===== src/rtl/arith_rs_if.sv =====
// Port bundle of the arithmetic reservation station: dispatch, CDB snoop and result.
// Handshakes: a transfer happens on a rising edge where valid && ready are both 1.
// valid never depends on ready, ready never depends on valid, and a held result
// (res_valid=1) keeps res_tag/res_data stable until it is taken.
interface arith_rs_if #(
  parameter int DATA_W = 32,
  parameter int TAG_W  = 6,
  parameter int OP_W   = 6,
  parameter int DEPTH  = 4,
  parameter int N_CDB  = 2
);
  localparam int CNT_W = $clog2(DEPTH + 1);

  logic                      disp_valid;
  logic                      disp_ready;
  logic [OP_W-1:0]           disp_op;
  logic [TAG_W-1:0]          disp_dest;
  logic [DATA_W-1:0]         disp_data1;
  logic [DATA_W-1:0]         disp_data2;
  logic [TAG_W-1:0]          disp_q1;
  logic [TAG_W-1:0]          disp_q2;

  logic [N_CDB-1:0]          cdb_valid;
  logic [N_CDB*TAG_W-1:0]    cdb_tag;
  logic [N_CDB*DATA_W-1:0]   cdb_data;

  logic                      res_valid;
  logic                      res_ready;
  logic [TAG_W-1:0]          res_tag;
  logic [DATA_W-1:0]         res_data;

  logic [CNT_W-1:0]          count;

  modport master (
    output disp_valid, disp_op, disp_dest, disp_data1, disp_data2, disp_q1, disp_q2,
    output cdb_valid, cdb_tag, cdb_data,
    output res_ready,
    input  disp_ready, res_valid, res_tag, res_data, count
  );

  modport slave (
    input  disp_valid, disp_op, disp_dest, disp_data1, disp_data2, disp_q1, disp_q2,
    input  cdb_valid, cdb_tag, cdb_data,
    input  res_ready,
    output disp_ready, res_valid, res_tag, res_data, count
  );
endinterface


===== src/rtl/arith_rs.sv =====
// Arithmetic reservation station: holds renamed instructions, snoops the CDB for
// operands and issues the oldest ready entry into a one-entry result register.
module arith_rs #(
  parameter int               DATA_W      = 32,
  parameter int               TAG_W       = 6,
  parameter int               OP_W        = 6,
  parameter int               DEPTH       = 4,
  parameter int               N_CDB       = 2,
  parameter logic [TAG_W-1:0] INVALID_TAG = TAG_W'(16)
) (
  input  logic       clock,
  input  logic       reset,
  input  logic       flush,
  arith_rs_if.slave  bus
);
  localparam int AGE_W = $clog2(DEPTH);
  localparam int IDX_W = AGE_W;
  localparam int CNT_W = $clog2(DEPTH + 1);
  localparam int SH_W  = $clog2(DATA_W);

  localparam logic [OP_W-1:0] OP_ADD  = OP_W'(0);
  localparam logic [OP_W-1:0] OP_ADDI = OP_W'(1);
  localparam logic [OP_W-1:0] OP_SUB  = OP_W'(2);
  localparam logic [OP_W-1:0] OP_SLL  = OP_W'(3);
  localparam logic [OP_W-1:0] OP_SRL  = OP_W'(4);
  localparam logic [OP_W-1:0] OP_MUL  = OP_W'(5);

  // Entry storage
  logic              busy_q [DEPTH];
  logic              busy_d [DEPTH];
  logic [TAG_W-1:0]  dest_q [DEPTH];
  logic [TAG_W-1:0]  dest_d [DEPTH];
  logic [OP_W-1:0]   op_q   [DEPTH];
  logic [OP_W-1:0]   op_d   [DEPTH];
  logic [DATA_W-1:0] v1_q   [DEPTH];
  logic [DATA_W-1:0] v1_d   [DEPTH];
  logic [TAG_W-1:0]  q1_q   [DEPTH];
  logic [TAG_W-1:0]  q1_d   [DEPTH];
  logic [DATA_W-1:0] v2_q   [DEPTH];
  logic [DATA_W-1:0] v2_d   [DEPTH];
  logic [TAG_W-1:0]  q2_q   [DEPTH];
  logic [TAG_W-1:0]  q2_d   [DEPTH];
  logic [AGE_W-1:0]  age_q  [DEPTH];
  logic [AGE_W-1:0]  age_d  [DEPTH];

  // Result register
  logic              res_valid_q, res_valid_d;
  logic [TAG_W-1:0]  res_tag_q,   res_tag_d;
  logic [DATA_W-1:0] res_data_q,  res_data_d;

  // Combinational status
  logic [CNT_W-1:0]  cnt;
  logic              disp_ready;
  logic              disp_fire;
  logic              rdy     [DEPTH];
  logic [CNT_W-1:0]  older_n [DEPTH];
  logic              can_age [DEPTH];
  logic              iss_found;
  logic              iss_fire;
  logic [IDX_W-1:0]  iss_idx;
  logic [AGE_W-1:0]  iss_age;
  logic              free_found;
  logic [IDX_W-1:0]  free_idx;

  function automatic logic [DATA_W-1:0] alu(input logic [OP_W-1:0]   op,
                                            input logic [DATA_W-1:0] a,
                                            input logic [DATA_W-1:0] b);
    logic [DATA_W-1:0] r;
    case (op)
      OP_ADD, OP_ADDI: r = a + b;
      OP_SUB:          r = a - b;
      OP_SLL:          r = a << b[SH_W-1:0];
      OP_SRL:          r = a >> b[SH_W-1:0];
      OP_MUL:          r = a * b;
      default:         r = '0;
    endcase
    return r;
  endfunction

  // Occupancy, readiness, oldest-ready pick and lowest free slot, all from registered state
  always_comb begin
    cnt        = '0;
    iss_found  = 1'b0;
    iss_idx    = '0;
    iss_age    = '0;
    free_found = 1'b0;
    free_idx   = '0;
    for (int i = 0; i < DEPTH; i++) begin
      rdy[i] = busy_q[i] && (q1_q[i] == INVALID_TAG) && (q2_q[i] == INVALID_TAG);
      if (busy_q[i]) cnt = cnt + CNT_W'(1);
      if (rdy[i] && (!iss_found || (age_q[i] > iss_age))) begin
        iss_found = 1'b1;
        iss_idx   = IDX_W'(i);
        iss_age   = age_q[i];
      end
      if (!busy_q[i] && !free_found) begin
        free_found = 1'b1;
        free_idx   = IDX_W'(i);
      end
    end
    disp_ready = (cnt < CNT_W'(DEPTH));
    disp_fire  = bus.disp_valid && disp_ready;
    iss_fire   = iss_found && (!res_valid_q || bus.res_ready);
  end

  // Saturation is collective: an entry only ages while there is an unused age
  // above it, so ages stay distinct and keep dispatch order even after gaps.
  always_comb begin
    for (int i = 0; i < DEPTH; i++) begin
      older_n[i] = '0;
      for (int j = 0; j < DEPTH; j++) begin
        if (busy_q[j] && (age_q[j] > age_q[i])) older_n[i] = older_n[i] + CNT_W'(1);
      end
      can_age[i] = (int'(older_n[i]) + int'(age_q[i])) < (DEPTH - 1);
    end
  end

  always_comb begin
    for (int i = 0; i < DEPTH; i++) begin
      busy_d[i] = busy_q[i];
      dest_d[i] = dest_q[i];
      op_d[i]   = op_q[i];
      v1_d[i]   = v1_q[i];
      q1_d[i]   = q1_q[i];
      v2_d[i]   = v2_q[i];
      q2_d[i]   = q2_q[i];
      age_d[i]  = age_q[i];
    end
    res_valid_d = res_valid_q;
    res_tag_d   = res_tag_q;
    res_data_d  = res_data_q;

    // Wakeup: descending scan so the lowest matching channel is written last
    for (int i = 0; i < DEPTH; i++) begin
      if (busy_q[i] && (q1_q[i] != INVALID_TAG)) begin
        for (int k = N_CDB - 1; k >= 0; k--) begin
          if (bus.cdb_valid[k] && (bus.cdb_tag[k*TAG_W +: TAG_W] == q1_q[i])) begin
            v1_d[i] = bus.cdb_data[k*DATA_W +: DATA_W];
            q1_d[i] = INVALID_TAG;
          end
        end
      end
      if (busy_q[i] && (q2_q[i] != INVALID_TAG)) begin
        for (int k = N_CDB - 1; k >= 0; k--) begin
          if (bus.cdb_valid[k] && (bus.cdb_tag[k*TAG_W +: TAG_W] == q2_q[i])) begin
            v2_d[i] = bus.cdb_data[k*DATA_W +: DATA_W];
            q2_d[i] = INVALID_TAG;
          end
        end
      end
      if (busy_q[i] && disp_fire && can_age[i]) age_d[i] = age_q[i] + AGE_W'(1);
    end

    if (iss_fire) begin
      busy_d[iss_idx] = 1'b0;
      res_valid_d     = 1'b1;
      res_tag_d       = dest_q[iss_idx];
      res_data_d      = alu(op_q[iss_idx], v1_q[iss_idx], v2_q[iss_idx]);
    end else if (res_valid_q && bus.res_ready) begin
      res_valid_d = 1'b0;
    end

    // The free slot is never the one issuing this cycle, so there is no same-cycle reuse
    if (disp_fire) begin
      busy_d[free_idx] = 1'b1;
      dest_d[free_idx] = bus.disp_dest;
      op_d[free_idx]   = bus.disp_op;
      age_d[free_idx]  = '0;
      v1_d[free_idx]   = bus.disp_data1;
      q1_d[free_idx]   = bus.disp_q1;
      v2_d[free_idx]   = bus.disp_data2;
      q2_d[free_idx]   = bus.disp_q2;
      for (int k = N_CDB - 1; k >= 0; k--) begin
        if ((bus.disp_q1 != INVALID_TAG) && bus.cdb_valid[k] &&
            (bus.cdb_tag[k*TAG_W +: TAG_W] == bus.disp_q1)) begin
          v1_d[free_idx] = bus.cdb_data[k*DATA_W +: DATA_W];
          q1_d[free_idx] = INVALID_TAG;
        end
        if ((bus.disp_q2 != INVALID_TAG) && bus.cdb_valid[k] &&
            (bus.cdb_tag[k*TAG_W +: TAG_W] == bus.disp_q2)) begin
          v2_d[free_idx] = bus.cdb_data[k*DATA_W +: DATA_W];
          q2_d[free_idx] = INVALID_TAG;
        end
      end
    end
  end

  // Flush behaves exactly like reset: everything speculative is dropped
  always_ff @(posedge clock) begin
    if (reset || flush) begin
      for (int i = 0; i < DEPTH; i++) begin
        busy_q[i] <= 1'b0;
        dest_q[i] <= '0;
        op_q[i]   <= '0;
        v1_q[i]   <= '0;
        q1_q[i]   <= INVALID_TAG;
        v2_q[i]   <= '0;
        q2_q[i]   <= INVALID_TAG;
        age_q[i]  <= '0;
      end
      res_valid_q <= 1'b0;
      res_tag_q   <= INVALID_TAG;
      res_data_q  <= '0;
    end else begin
      for (int i = 0; i < DEPTH; i++) begin
        busy_q[i] <= busy_d[i];
        dest_q[i] <= dest_d[i];
        op_q[i]   <= op_d[i];
        v1_q[i]   <= v1_d[i];
        q1_q[i]   <= q1_d[i];
        v2_q[i]   <= v2_d[i];
        q2_q[i]   <= q2_d[i];
        age_q[i]  <= age_d[i];
      end
      res_valid_q <= res_valid_d;
      res_tag_q   <= res_tag_d;
      res_data_q  <= res_data_d;
    end
  end

  assign bus.disp_ready = disp_ready;
  assign bus.count      = cnt;
  assign bus.res_valid  = res_valid_q;
  assign bus.res_tag    = res_tag_q;
  assign bus.res_data   = res_data_q;
endmodule


===== src/flat_wrapper.sv =====
// flat-port wrapper written by rule: the top's interface ports become plain ports
module arith_rs_flat 
#(
  parameter int               DATA_W      = 32,
  parameter int               TAG_W       = 6,
  parameter int               OP_W        = 6,
  parameter int               DEPTH       = 4,
  parameter int               N_CDB       = 2,
  parameter logic [TAG_W-1:0] INVALID_TAG = TAG_W'(16)
)
  (clock, reset, flush, bus_disp_valid, bus_disp_op, bus_disp_dest, bus_disp_data1, bus_disp_data2, bus_disp_q1, bus_disp_q2, bus_cdb_valid, bus_cdb_tag, bus_cdb_data, bus_res_ready, bus_disp_ready, bus_res_valid, bus_res_tag, bus_res_data, bus_count);
  arith_rs_if #(.DATA_W(DATA_W), .TAG_W(TAG_W), .OP_W(OP_W), .DEPTH(DEPTH), .N_CDB(N_CDB)) bus_i ();
  input  logic clock;
  input  logic reset;
  input  logic flush;
  input wire logic [$bits(bus_i.disp_valid)-1:0] bus_disp_valid;
  input wire logic [$bits(bus_i.disp_op)-1:0] bus_disp_op;
  input wire logic [$bits(bus_i.disp_dest)-1:0] bus_disp_dest;
  input wire logic [$bits(bus_i.disp_data1)-1:0] bus_disp_data1;
  input wire logic [$bits(bus_i.disp_data2)-1:0] bus_disp_data2;
  input wire logic [$bits(bus_i.disp_q1)-1:0] bus_disp_q1;
  input wire logic [$bits(bus_i.disp_q2)-1:0] bus_disp_q2;
  input wire logic [$bits(bus_i.cdb_valid)-1:0] bus_cdb_valid;
  input wire logic [$bits(bus_i.cdb_tag)-1:0] bus_cdb_tag;
  input wire logic [$bits(bus_i.cdb_data)-1:0] bus_cdb_data;
  input wire logic [$bits(bus_i.res_ready)-1:0] bus_res_ready;
  output wire logic [$bits(bus_i.disp_ready)-1:0] bus_disp_ready;
  output wire logic [$bits(bus_i.res_valid)-1:0] bus_res_valid;
  output wire logic [$bits(bus_i.res_tag)-1:0] bus_res_tag;
  output wire logic [$bits(bus_i.res_data)-1:0] bus_res_data;
  output wire logic [$bits(bus_i.count)-1:0] bus_count;
  assign bus_i.disp_valid = bus_disp_valid;
  assign bus_i.disp_op = bus_disp_op;
  assign bus_i.disp_dest = bus_disp_dest;
  assign bus_i.disp_data1 = bus_disp_data1;
  assign bus_i.disp_data2 = bus_disp_data2;
  assign bus_i.disp_q1 = bus_disp_q1;
  assign bus_i.disp_q2 = bus_disp_q2;
  assign bus_i.cdb_valid = bus_cdb_valid;
  assign bus_i.cdb_tag = bus_cdb_tag;
  assign bus_i.cdb_data = bus_cdb_data;
  assign bus_i.res_ready = bus_res_ready;
  assign bus_disp_ready = bus_i.disp_ready;
  assign bus_res_valid = bus_i.res_valid;
  assign bus_res_tag = bus_i.res_tag;
  assign bus_res_data = bus_i.res_data;
  assign bus_count = bus_i.count;
  arith_rs #(.DATA_W(DATA_W), .TAG_W(TAG_W), .OP_W(OP_W), .DEPTH(DEPTH), .N_CDB(N_CDB), .INVALID_TAG(INVALID_TAG)) u_core (.clock(clock), .reset(reset), .flush(flush), .bus(bus_i));
endmodule

===== config.mk =====
export PLATFORM = sky130hd
export DESIGN_NAME = arith_rs_flat
export DESIGN_NICKNAME = d
export VERILOG_FILES = /design/src/rtl/arith_rs_if.sv /design/src/rtl/arith_rs.sv /design/src/flat_wrapper.sv
export SDC_FILE = /design/constraint.sdc
export NUM_CORES = 2
export LEC_CHECK = 0
export CAP_MARGIN = 20
export CORE_MARGIN = 2
export CORE_UTILIZATION = 60
export DETAILED_ROUTE_END_ITERATION = 6
export PLACE_DENSITY = 0.79
export RECOVER_POWER = 100
export SYNTH_ARGS = -nofsm -noshare
export SYNTH_HDL_FRONTEND = slang
export SYNTH_SLANG_ARGS = --single-unit

===== constraint.sdc =====
create_clock -name clock -period 16.8 [get_ports clock]
set_clock_uncertainty 0.2 [all_clocks]
set_input_delay 1.68 -clock clock [delete_from_list [all_inputs] [get_ports clock]]
set_output_delay 1.68 -clock clock [all_outputs]
set_load 0.02 [all_outputs]

==> impl_metrics.json <==
{
  "status": "finished with violations",
  "violations": "design-rule violations, max-capacitance violations, max-slew violations",
  "dpl.cell_count": 6877,
  "io_pins": 214,
  "p_per_area_nw_per_um2": 54.3,
  "drt_wl_total_um": 183000,
  "fin_nets": 6675,
  "rr_endpoint": "u_core.bus.res_data[29]",
  "critPathTopFamily": "adder cells",
  "synth_edf_count": 0,
  "post_cts_buffers": 0,
  "setup_slack_ns": 1.75,
  "syn-cell-area_um2": 46000,
  "ys_seq_elements": 403,
  "ir_drop_mv": 0.0743,
  "cts_made_buffers": 46,
  "cts_root_buffer": "clkbuf_16",
  "r2r_cells": 44,
  "drcViolationCount": 61,
  "fin_tns_setup_ns": 0,
  "finalSetupViolCount": 0,
  "vias_per_cell": 6.83,
  "gp_congestion": 1.06,
  "placement.io_buffers": 213,
  "first_pass_iters": 7,
  "hpwlAfterDp_um": 124000,
  "stdcell_count": 6968,
  "gr-total-overflow": 0,
  "cts_tree": "yes",
  "initial_core_util": 0.606,
  "yosysWarnings": 0,
  "num_rows": 101,
  "grtUsageTotal": 0.455,
  "crit_buf_inv": 5,
  "wl_per_cell_um": 26.3,
  "synth.distinct_cells": 87,
  "ctsHoldBuffers": 0,
  "max_freq_mhz": 66.4,
  "clockBufferDepth": 3,
  "htreeDepth": 2,
  "dp_worst_setup_slack_ns": 2.74,
  "post-route-period-util": 0.896,
  "hp-class": "reg -> reg",
  "cp.arrival_ns": 15.38,
  "rsz0062_at_grt": "false",
  "synth_ff_type": "dfxtp_1",
  "end_kind": "flip-flop",
  "crit_start": "u_core.q1_q[0][4]",
  "synth_cells": 6023,
  "syn2layout_area_growth_pct": 9.35,
  "cp_common_cell": "fa_1",
  "die_w_um": 281,
  "insertion_delay_ns": 0.61,
  "power_leakage_nw": 19.6,
  "grt_max_degree": 207,
  "grt_pass1_vias": 45883,
  "die_area_um2": 78900,
  "holdPathStages": 2,
  "clkTransAtPathRegs_ns": 0.08,
  "cp-start-kind": "flip-flop",
  "slowest_stage": "clkbuf_1",
  "drt-initial-drc-count": 7146,
  "syn-num-nets": 6802,
  "seq_area_frac_synth": 0.175,
  "antenna_found_initial": 6,
  "r2r-start": "u_core.q1_q[0][4]",
  "critPathMaxStageDelay_ns": 1.49,
  "die_y_um": 281,
  "slew_violations": 662,
  "postCtsResizedCells": 0,
  "worstPathMaxFanout": 48,
  "vias": 47568,
  "drive_above_1_share": 0.0521,
  "tightest_slew_ns": 4.45,
  "avgSynthCellArea_um2": 7.64,
  "clock_sinks": 403,
  "postRouteAntennaNets": 0,
  "holdWs_ns": 0.249,
  "grt_pass1_wl_um": 275000,
  "drv_cap": 13,
  "async_reset_ff_frac": 0,
  "rrSetupSlack_ns": 1.75,
  "fillers": 6521,
  "path_class": "reg -> reg",
  "crit_required_ns": 17.13,
  "hold_viol_final": 0,
  "relSlewSlack": -1.97,
  "hp-start": "u_core.bus.res_data[9]",
  "cp.depth": 44,
  "core_area_um2": 75900,
  "hold_path_end": "u_core.bus.res_data[9]",
  "fin_crit_ns": 15.05
}
## logic make-up (layout without fill, tap and decap cells)
kind of cell,Yosys count,count (layout),share of synthesized area
DFF,403,403,0.175
and+or+nand+nor,1957,1957,0.182
adders and majority gates,608,608,0.233
buffers and inverters,987,896,0.0813
AOI/OAI and AO/OA,1472,1472,0.206
xor gates and xnor gates,274,274,0.0521
muxes,322,322,0.0704
other,0,6,0
## final cells by class
class / count / area [um2] / share of cell area
flip-flops and latches: 403 / 8070 / 0.160
inverters: 477 / 1790 / 0.0356
well taps: 1030 / 1290 / 0.0256
diodes: 6 / 15.0 / 0.000298
clock inverters: 13 / 174 / 0.00346
repair buffers: 335 / 3020 / 0.0601
clock buffers: 71 / 1410 / 0.0279
multi-input cells: 4633 / 34600 / 0.687
## power by group
part	switching (mW)	internal, mW	total, mW	leakage [nW]
Combinational	0.454	0.223	0.677	15.5
Sequential	0.00789	0.966	0.974	3.25
Clock	0.453	0.625	1.08	0.780
Total	0.916	1.81	2.73	19.6
## worst min-delay path: stages (launching register included)
cell and delay, ns:
dfxtp_1 0.31, nand2_1 0.05, a21oi_1 0.05
## registers in the layout, summed over array words and instances, names as in the netlist
name,flops
u_core.op_q,24
u_core.v1_q,128
u_core.bus.res_tag,6
u_core.bus.res_valid,1
u_core.bus.res_data,32
u_core.q1_q,24
u_core.age_q,8
u_core.q2_q,24
u_core.busy_q,4
u_core.v2_q,128
u_core.dest_q,24
## cell usage in the layout (no fill, tap or decap), types with 15 or more instances in the layout
| cell | instances |
|---|---|
| a211oi_1 | 78 |
| a21o_1 | 22 |
| a21oi_1 | 568 |
| a221oi_1 | 42 |
| a31oi_1 | 20 |
| and3_1 | 16 |
| buf_4 | 105 |
| clkbuf_1 | 25 |
| clkbuf_16 | 47 |
| clkdlybuf4s50_1 | 167 |
| dfxtp_1 | 403 |
| dlygate4sd3_1 | 46 |
| fa_1 | 413 |
| ha_1 | 195 |
| inv_1 | 465 |
| mux2i_1 | 309 |
| nand2_1 | 874 |
| nand2b_1 | 53 |
| nand3_1 | 96 |
| nand3b_1 | 22 |
| nand4_1 | 30 |
| nor2_1 | 660 |
| nor2b_1 | 18 |
| nor3_1 | 49 |
| o211ai_1 | 204 |
| o21ai_0 | 205 |
| o221ai_1 | 87 |
| o221ai_2 | 15 |
| o22a_1 | 46 |
| o22ai_1 | 25 |
| or2_2 | 22 |
| or3_1 | 29 |
| xnor2_1 | 192 |
| xor2_1 | 82 |
## synthesized netlist by cell type (30+ instances only)
master,instances,area (um2)
a21oi_1,571,2860
ha_1,195,2440
a211oi_1,80,601
o211ai_1,204,1530
inv_1,466,1750
clkbuf_1,426,1600
xnor2_1,192,1680
buf_1,62,233
fa_1,413,8270
nor3_1,53,265
o221ai_1,102,893
a221oi_1,42,368
dfxtp_1,403,8070
nor2_1,670,2510
nand2b_1,54,338
o22a_1,46,403
nand3_1,96,480
nand4_1,30,188
or3_1,30,188
o21ai_0,208,1040
xor2_1,82,718
nand2_1,875,3280
mux2i_1,309,3090
## worst max-delay path by stage
stage / end / slack [ns]
2_1_floorplan: u_core.bus.res_data[29] / 4.09
3_3_place_gp: u_core.bus.res_data[29] / 2.95
3_5_place_dp: u_core.bus.res_data[29] / 2.74
4_1_cts: u_core.bus.res_data[29] / 2.66
5_1_grt: u_core.bus.res_data[29] / 0.89
6_report: u_core.bus.res_data[29] / 1.75
## layer usage
metal	up-vias	routed length, um	track usage	part of all wire
li1	20219	-	-	-
met1	22350	62500	0.548	0.34
met2	3814	77600	0.682	0.42
met3	1181	25500	0.130	0.14
met4	4	17600	0.361	0.096
met5	-	23	0	0.00013
## through the flow
stage	util	total power [mW]	instance area [um2]
floorplan	-	1.39	46000
global placement	0.643	1.63	48800
detailed placement	0.643	1.64	48800
CTS	0.664	2.69	50400
global route	0.662	2.79	50300
finish	0.663	2.73	50300
Power figures use the tool's default switching activity.
